**config.mk**
```make
export PLATFORM = sky130hd
export DESIGN_NAME = spi_sck_sequencer
export DESIGN_NICKNAME = d
export VERILOG_FILES = /design/src/rtl/spi_sck_sequencer.sv
export SDC_FILE = /design/constraint.sdc
export NUM_CORES = 1
export LEC_CHECK = 0
export ABC_AREA = 1
export CAP_MARGIN = 20
export CORE_MARGIN = 2
export CORE_UTILIZATION = 49
export DETAILED_ROUTE_END_ITERATION = 10
export HOLD_SLACK_MARGIN = 0.08
export PLACE_DENSITY = 0.74
export SYNTH_ARGS = -nofsm -noshare
export SYNTH_HDL_FRONTEND = slang
export SYNTH_SLANG_ARGS = --single-unit
```
**constraint.sdc**
```tcl
create_clock -name i_clk -period 1.66 [get_ports i_clk]
set_input_delay 0.332 -clock i_clk [delete_from_list [all_inputs] [get_ports i_clk]]
set_output_delay 0.332 -clock i_clk [all_outputs]
set_load 0.01 [all_outputs]
```
**src/rtl/spi_sck_sequencer.sv**
```systemverilog
// Burst SCK generator (SPI mode 0): N clock periods per request at a slow or fast half-period H.
// Latency: o_busy one cycle after i_start; first rise H cycles later; o_done (2N+1)H cycles after o_busy.
// No backpressure: i_start is dropped while busy; SCK_HOLD_EN adds i_hold to stretch SCK low phases.
module spi_sck_sequencer #(
  parameter int SLOW_HALF = 4,
  parameter int FAST_HALF = 1,
  parameter int CNT_W     = $clog2((SLOW_HALF > FAST_HALF) ? SLOW_HALF : FAST_HALF) + 1
) (
  input  logic       i_clk,
  input  logic       rst,
  input  logic       i_start,
  input  logic [3:0] i_nbits,
  input  logic       i_rate_sel,
`ifdef SCK_HOLD_EN
  input  logic       i_hold,
`endif
  output logic       o_sck,
  output logic       o_sample,
  output logic       o_shift,
  output logic       o_busy,
  output logic       o_done
);

  typedef enum logic [2:0] {IDLE, LEAD, HIGH, LOW, TRAIL} state_t;

  state_t           state;
  logic [CNT_W-1:0] hcnt;
  logic [CNT_W-1:0] hlast;
  logic [4:0]       nbits;
  logic [4:0]       bits_done;
  logic [4:0]       bits_nxt;
  logic             half_end;
  logic             hold_low;

  assign half_end = (hcnt == hlast);
  assign bits_nxt = bits_done + 5'd1;

`ifdef SCK_HOLD_EN
  assign hold_low = i_hold;
`else
  assign hold_low = 1'b0;
`endif

  always_ff @(posedge i_clk or negedge rst) begin
    if (!rst) begin
      state     <= IDLE;
      hcnt      <= '0;
      hlast     <= '0;
      nbits     <= '0;
      bits_done <= '0;
      o_sck     <= 1'b0;
      o_sample  <= 1'b0;
      o_shift   <= 1'b0;
      o_busy    <= 1'b0;
      o_done    <= 1'b0;
    end else begin
      o_sample <= 1'b0;
      o_shift  <= 1'b0;
      o_done   <= 1'b0;
      case (state)
        IDLE: begin
          if (i_start) begin
            hlast     <= i_rate_sel ? CNT_W'(FAST_HALF - 1) : CNT_W'(SLOW_HALF - 1);
            nbits     <= (i_nbits == 4'd0) ? 5'd16 : {1'b0, i_nbits};
            bits_done <= '0;
            hcnt      <= '0;
            o_busy    <= 1'b1;
            state     <= LEAD;
          end
        end
        LEAD: begin
          if (half_end) begin
            hcnt     <= '0;
            o_sck    <= 1'b1;
            o_sample <= 1'b1;
            state    <= HIGH;
          end else begin
            hcnt <= hcnt + 1'b1;
          end
        end
        HIGH: begin
          if (half_end) begin
            hcnt      <= '0;
            o_sck     <= 1'b0;
            bits_done <= bits_nxt;
            if (bits_nxt < nbits) begin
              o_shift <= 1'b1;
              state   <= LOW;
            end else begin
              state <= TRAIL;
            end
          end else begin
            hcnt <= hcnt + 1'b1;
          end
        end
        LOW: begin
          // A held low phase freezes the counter, even on its final count.
          if (!hold_low) begin
            if (half_end) begin
              hcnt     <= '0;
              o_sck    <= 1'b1;
              o_sample <= 1'b1;
              state    <= HIGH;
            end else begin
              hcnt <= hcnt + 1'b1;
            end
          end
        end
        TRAIL: begin
          if (half_end) begin
            hcnt   <= '0;
            o_busy <= 1'b0;
            o_done <= 1'b1;
            state  <= IDLE;
          end else begin
            hcnt <= hcnt + 1'b1;
          end
        end
        default: state <= IDLE;
      endcase
    end
  end

endmodule
```
==> out/metrics.cfg, run 1 <==
[clock_network]
htreeDepth = 1
numCtsBuffers = 3
clk_latency_ns = 0.32
cts-root-buf = clkbuf_4
cts_sinks = 22
cts_tree = built
clkSlewWorstSetupHoldPaths_ns = 0.13
max-clock-path-buffers = 2

[timing]
drv_slew = 0
max_freq_ghz = 0.557
hold_viol_final = 0
setup_viol = 4
finalCritPeriodShare_pct = 108
final.setup.tns_ns = -0.490
finClkSkew_ns = 0.00471
fin_ws_ns = -0.136
rsz0062_at_grt = true
max_slew_margin_pct = 81.5
fin_crit_ns = 1.80
tightest_slew_ns = 0.278

[critical_path]
cpMostUsedCell = nand2_1
start_kind = register
crit_fanout = 3
critPathBufInv = 1
endpoint_kind = register
crit_arrival_ns = 2.02
slowest_delay_ns = 0.43
path_cells = ha_4, nand3_2, xor2_1, inv_1, ha_4, nand2_4, nor2_4, nand2_2, nand4_1, nand2_1, nand2_1, nand2_1
critPathKind = reg -> reg
crit_family = simple AND/OR/NAND/NOR gates
cp_slowest_cell = dfrtp_1
crit_required_ns = 1.88

[detailed_routing]
vias_per_cell = 4.98
ant_nets = 0
wl_um = 2460
drt-pass1-iter-count = 4
wl_met3_um = 87
wl_per_cell_um = 12.4
drc = 0
dr.first_iter.drc_count = 19
vias = 987
dr_wl_met2_um = 1160
highest_layer = met4
wl_met1_um = 1120

[power]
powerDensity_nw_per_um2 = 1830
ir_worst_vdd_mv = 1.21
leakage_nw = 0.770

[floorplanning]
coreArea_um2 = 2250
dieArea_um2 = 2860
initial_core_util_pct = 53.2
die_y_um = 53.5
rows = 17
die_x_um = 53.5
ioPinCount = 13

[grt]
grt_pass1_wl_um = 3920
grt_max_degree = 23
gr-usage-all-layers_pct = 20.1
grt_antenna_before_repair = 0
grt-ovfl-total = 0
first_global_vias = 905

[cells_and_area]
fillers = 191
area_growth_pct = 27.0
drive_above_1_share_pct = 25.9
regArea_um2 = 551
fin_nets = 185
antenna_cells = 0
multiInputGateArea_um2 = 639

[placement]
portBuffers = 12
post-place-ws_ns = -0.122
gp_congestion = 0.902
post-dp-hpwl_um = 1850

[logic_synthesis]
syn_area_um2 = 1200
yosysSeqAreaShare_pct = 45.9
syn-num-nets = 161
yosys_register_bits = 22
ys_warn_count = 0
synthCells = 147
syn_avg_cell_area_um2 = 8.16
synth_cell_types = 22

[job]
cap_viol_max_count = 0

[min_path]
hold_path.class = in -> async

[outcome]
status = finished with violations
violations = setup timing

## per-stage QoR
stage | hold WS [ns] | utilization, % | instances | total power [mW] | area (um^2)
after floorplan | 0.0364 | - | 147 | 1.92 | 1230
after global placement | 0.472 | 63.0 | 192 | 2.29 | 1420
after detailed placement | 0.478 | 63.0 | 192 | 2.36 | 1420
after CTS | 0.346 | 65.3 | 198 | 2.69 | 1470
after global routing | 0.367 | 67.6 | 198 | 3.03 | 1520
final | 0.341 | 67.6 | 198 | 2.80 | 1520
## registers in the layout (all words and copies together) (netlist names)
register,cells
o_busy,1
o_done,1
bits_done,5
o_sck,1
o_sample,1
nbits,5
o_shift,1
state,3
hcnt,3
hlast,1
## where the power goes
group | internal [mW] | leakage [nW] | switching [mW]
registers | 0.730 | 0.283 | 0.156
logic | 0.663 | 0.466 | 0.941
clock network | 0.134 | 0.0210 | 0.172
## layer usage
layer | vias up | track usage (%)
li1 | 513 | -
met3 | 8 | 2.54
met2 | 24 | 31.3
met4 | 0 | 13.2
met1 | 442 | 25.8
met5 | - | 0
## worst paths after layout
kind | endpoint | startpoint | cells past startpoint | slack, ns
setup reg to reg | state[1]$_DFFE_PN0P_ | bits_done[1]$_DFFE_PN0P_ | 12 | -0.14
hold reg to reg | o_sck$_DFFE_PN0P_ | o_sck$_DFFE_PN0P_ | 2 | 0.50
min in group i_clk | o_sck$_DFFE_PN0P_ | o_sck$_DFFE_PN0P_ | 2 | 0.50
hold / removal | bits_done[3]$_DFFE_PN0P_ | rst | 2 | 0.34
max in group asynchronous | state[0]$_DFFE_PN0P_ | rst | 2 | 1.09
setup / recovery | state[1]$_DFFE_PN0P_ | bits_done[1]$_DFFE_PN0P_ | 12 | -0.14
## cell usage in the layout (no fill, tap or decap), drive strengths merged, types with 2 or more instances in the layout
cell type and instances:
nand3 13, inv 19, xor2 2, nand2 48, ha 6, buf 9, nor2 15, dfrtp 22
clkdlybuf4s50 12, nand4 2, o21ai 13, clkbuf 4
## cell families after synthesis
group                    share of synthesized area (%)
AO/OA/AOI/OAI                                     7.30
AND/OR/NAND/NOR                                   32.1
XOR/XNOR                                          1.46
adder cells (fa/ha/maj)                           6.26
buffers and inverters                             6.99
flip-flops                                        45.9
## synth_stat cells, drive strengths merged
cell / instances / area share, %
o21ai: 13 / 5.4
nor2: 15 / 6.8
o22ai: 1 / 0.52
xor2: 2 / 1.5
o21bai: 1 / 0.94
nor3: 1 / 0.83
dfrtp: 22 / 46
a21oi: 1 / 0.42
nand3: 13 / 5.4
ha: 6 / 6.3
nand2: 48 / 18
buf: 2 / 1.0
or2: 1 / 0.52
inv: 19 / 5.9
nand4: 2 / 1.0
## cell type report
type | count | share of cell area (%)
well taps | 28 | 2.30
repair buffers | 21 | 12.6
inverters | 19 | 4.68
clock buffers | 4 | 2.38
multi-input cells | 104 | 42.0
flip-flops and latches | 22 | 36.1
## what timing repair did
item                                    CTS  global route
buffers inserted                          2             0
pin swaps                                 1             2
hold buffers                              0             0
gates resized for setup                   0            13
endpoints found under the setup margin    4             4
Note: power is estimated with default switching activity, not from simulation.
==> inputs of run 2 (changes only) <==
MAX_ROUTING_LAYER = met4   (was not set)
clock period = 1.51 ns   (was 1.66 ns; I/O delays follow)
==> run 2 against run 1 <==
Against the previous run: the run still ends with setup timing left; first-iteration DRC count down 5.3%; die area unchanged; sequential power up 9.9%; global-route usage up 1.6 points; total power up 6.7%; wire length down 0.81%; setup slack worse by 0.16 ns; combinational power up 5%; largest power group unchanged; highest routed layer unchanged.
==> out/metrics.cfg, run 2 (same netlist as run 1, synthesis figures left out) <==
[outcome]
status = finished with violations
violations = setup timing

[clock_network]
cts_hold_buf = 0
numCtsBuffers = 3
clkSlewWorstSetupHoldPaths_ns = 0.13
clk_latency_ns = 0.32
max-clock-path-buffers = 2
htreeDepth = 1
cts_sinks = 22
cts-root-buf = clkbuf_4
cts_tree = built

[cells_and_area]
design_area_um2 = 1510
fin_nets = 186
final_cell_mix = 39 x nand2_1, 22 x dfrtp_1, 15 x inv_1
reg_top3 = bits_done: 5 flops, nbits: 5 flops
area_growth_pct = 26.2
final_common_cell = nand2_1
drive_above_1_share_pct = 25.1
final_util_pct = 67.1
antenna_cells = 0

[floorplanning]
rows = 17
dieArea_um2 = 2860
coreArea_um2 = 2250
ioPinCount = 13
die_x_um = 53.5
initial_core_util_pct = 53.2
die_y_um = 53.5

[critical_path]
crit_path_end = state[0]$_DFFE_PN0P_
endpoint_kind = register
crit_fanout = 3
crit_required_ns = 1.72
r2r_start = bits_done[0]$_DFFE_PN0P_
crit_arrival_ns = 2.02
r2r_cells = 12
startpoint = bits_done[0]$_DFFE_PN0P_
regToRegEndpoint = state[0]$_DFFE_PN0P_
start_kind = register
r2r_slack_ns = -0.30
critPathKind = reg -> reg

[detailed_routing]
vias_per_cell = 5.07
drc = 0
dr.first_iter.drc_count = 18
wl_per_cell_um = 12.3
vias = 1008
drt-pass1-iter-count = 4
wl_um = 2440
ant_nets = 0

[grt]
met3_usage_pct = 4.24
busiest_layer = met2
first_global_vias = 992
met1_usage_pct = 27.5
grt-ovfl-total = 0
grt_pass1_wl_um = 4270
met2_usage_pct = 35.0
gr-usage-all-layers_pct = 21.7
grt_antenna_before_repair = 0
grt_max_degree = 23

[timing]
rsz0062_at_grt = true
fin_crit_ns = 1.81
tightest_slew_ns = 0.288
finalCritPeriodShare_pct = 120
max_freq_ghz = 0.554
max_slew_margin_pct = 80.8
setup_viol = 4
finClkSkew_ns = 0.00754
hold_viol_final = 0
drv_slew = 0
fin_ws_ns = -0.296

[power]
ir_worst_vdd_mv = 1.36
powerDensity_nw_per_um2 = 1970
finalPower_mw = 2.98
leakage_nw = 0.824

[placement]
portBuffers = 12
gp_congestion = 0.890
post-dp-hpwl_um = 1820
placed_area_um2 = 1420

[job]
cap_viol_max_count = 0

[min_path]
hold_path.class = in -> async

[run 2: changes by cell type in the layout (fill, tap and decap cells not counted), sizes merged]
cell and delta:
dlygate4sd2 +2, buf +1, dlymetal6s2s +3, clkdlybuf4s50 -5
[run 2: area by class of cell]
type | instances | area, um^2
clock buffers | 4 | 36.3
fillers | 192 | 741
inverters | 19 | 71.3
multi-input cells | 104 | 617
flip-flops and latches | 22 | 551
well taps | 28 | 35.0
repair buffers | 22 | 204
[run 2: per-layer routing]
metal  vias up  part of all wire [%]
li1        514                     -
met1       462                    47
met2        25                    48
met3         7                   3.7
met4         0                   1.4
met5         -                     0
[run 2: through the flow]
stage               hold slack [ns]  setup slack (ns)  setup TNS, ns  std cells
floorplan                   0.00641            -0.160         -0.502        147
global placement              0.474            -0.219         -0.774        192
detailed placement            0.484            -0.294          -1.02        192
CTS                           0.324            -0.293          -1.03        199
global route                  0.346            -0.427          -1.57        199
finish                        0.313            -0.296          -1.06        199
[run 2: worst min-delay path by stage]
stage	from	cells after the start	slack, ns	to
after floorplan	rst	0	0.006	bits_done[0]$_DFFE_PN0P_
after global placement	nbits[2]$_DFFE_PN0P_	2	0.47	nbits[2]$_DFFE_PN0P_
after detailed placement	nbits[1]$_DFFE_PN0P_	2	0.48	nbits[1]$_DFFE_PN0P_
after CTS	rst	2	0.32	bits_done[2]$_DFFE_PN0P_
after global routing	rst	2	0.35	bits_done[3]$_DFFE_PN0P_
final	rst	2	0.31	bits_done[2]$_DFFE_PN0P_
[run 2: power breakdown]
group / switching (mW) / internal, mW / total (mW)
clock network: 0.184 / 0.148 / 0.331
registers: 0.172 / 0.802 / 0.974
logic: 0.995 / 0.684 / 1.68
total: 1.35 / 1.63 / 2.98
[run 2: timing repair]
item                       CTS  global route
pin swaps                    2             3
setup endpoints to repair    6             7
resized for setup            8             5
setup buffers                3             0
[run 2: critical path, stage by stage (launching register included)]
cell     delay (ns)
dfrtp_1        0.41
ha_2           0.21
nand3_2        0.07
xor2_1         0.14
inv_1          0.09
ha_4           0.29
nand2_2        0.05
nor2_1         0.08
nand2_1        0.08
nand4_1        0.11
nand2_1        0.07
nand2_1        0.06
nand2_1        0.05
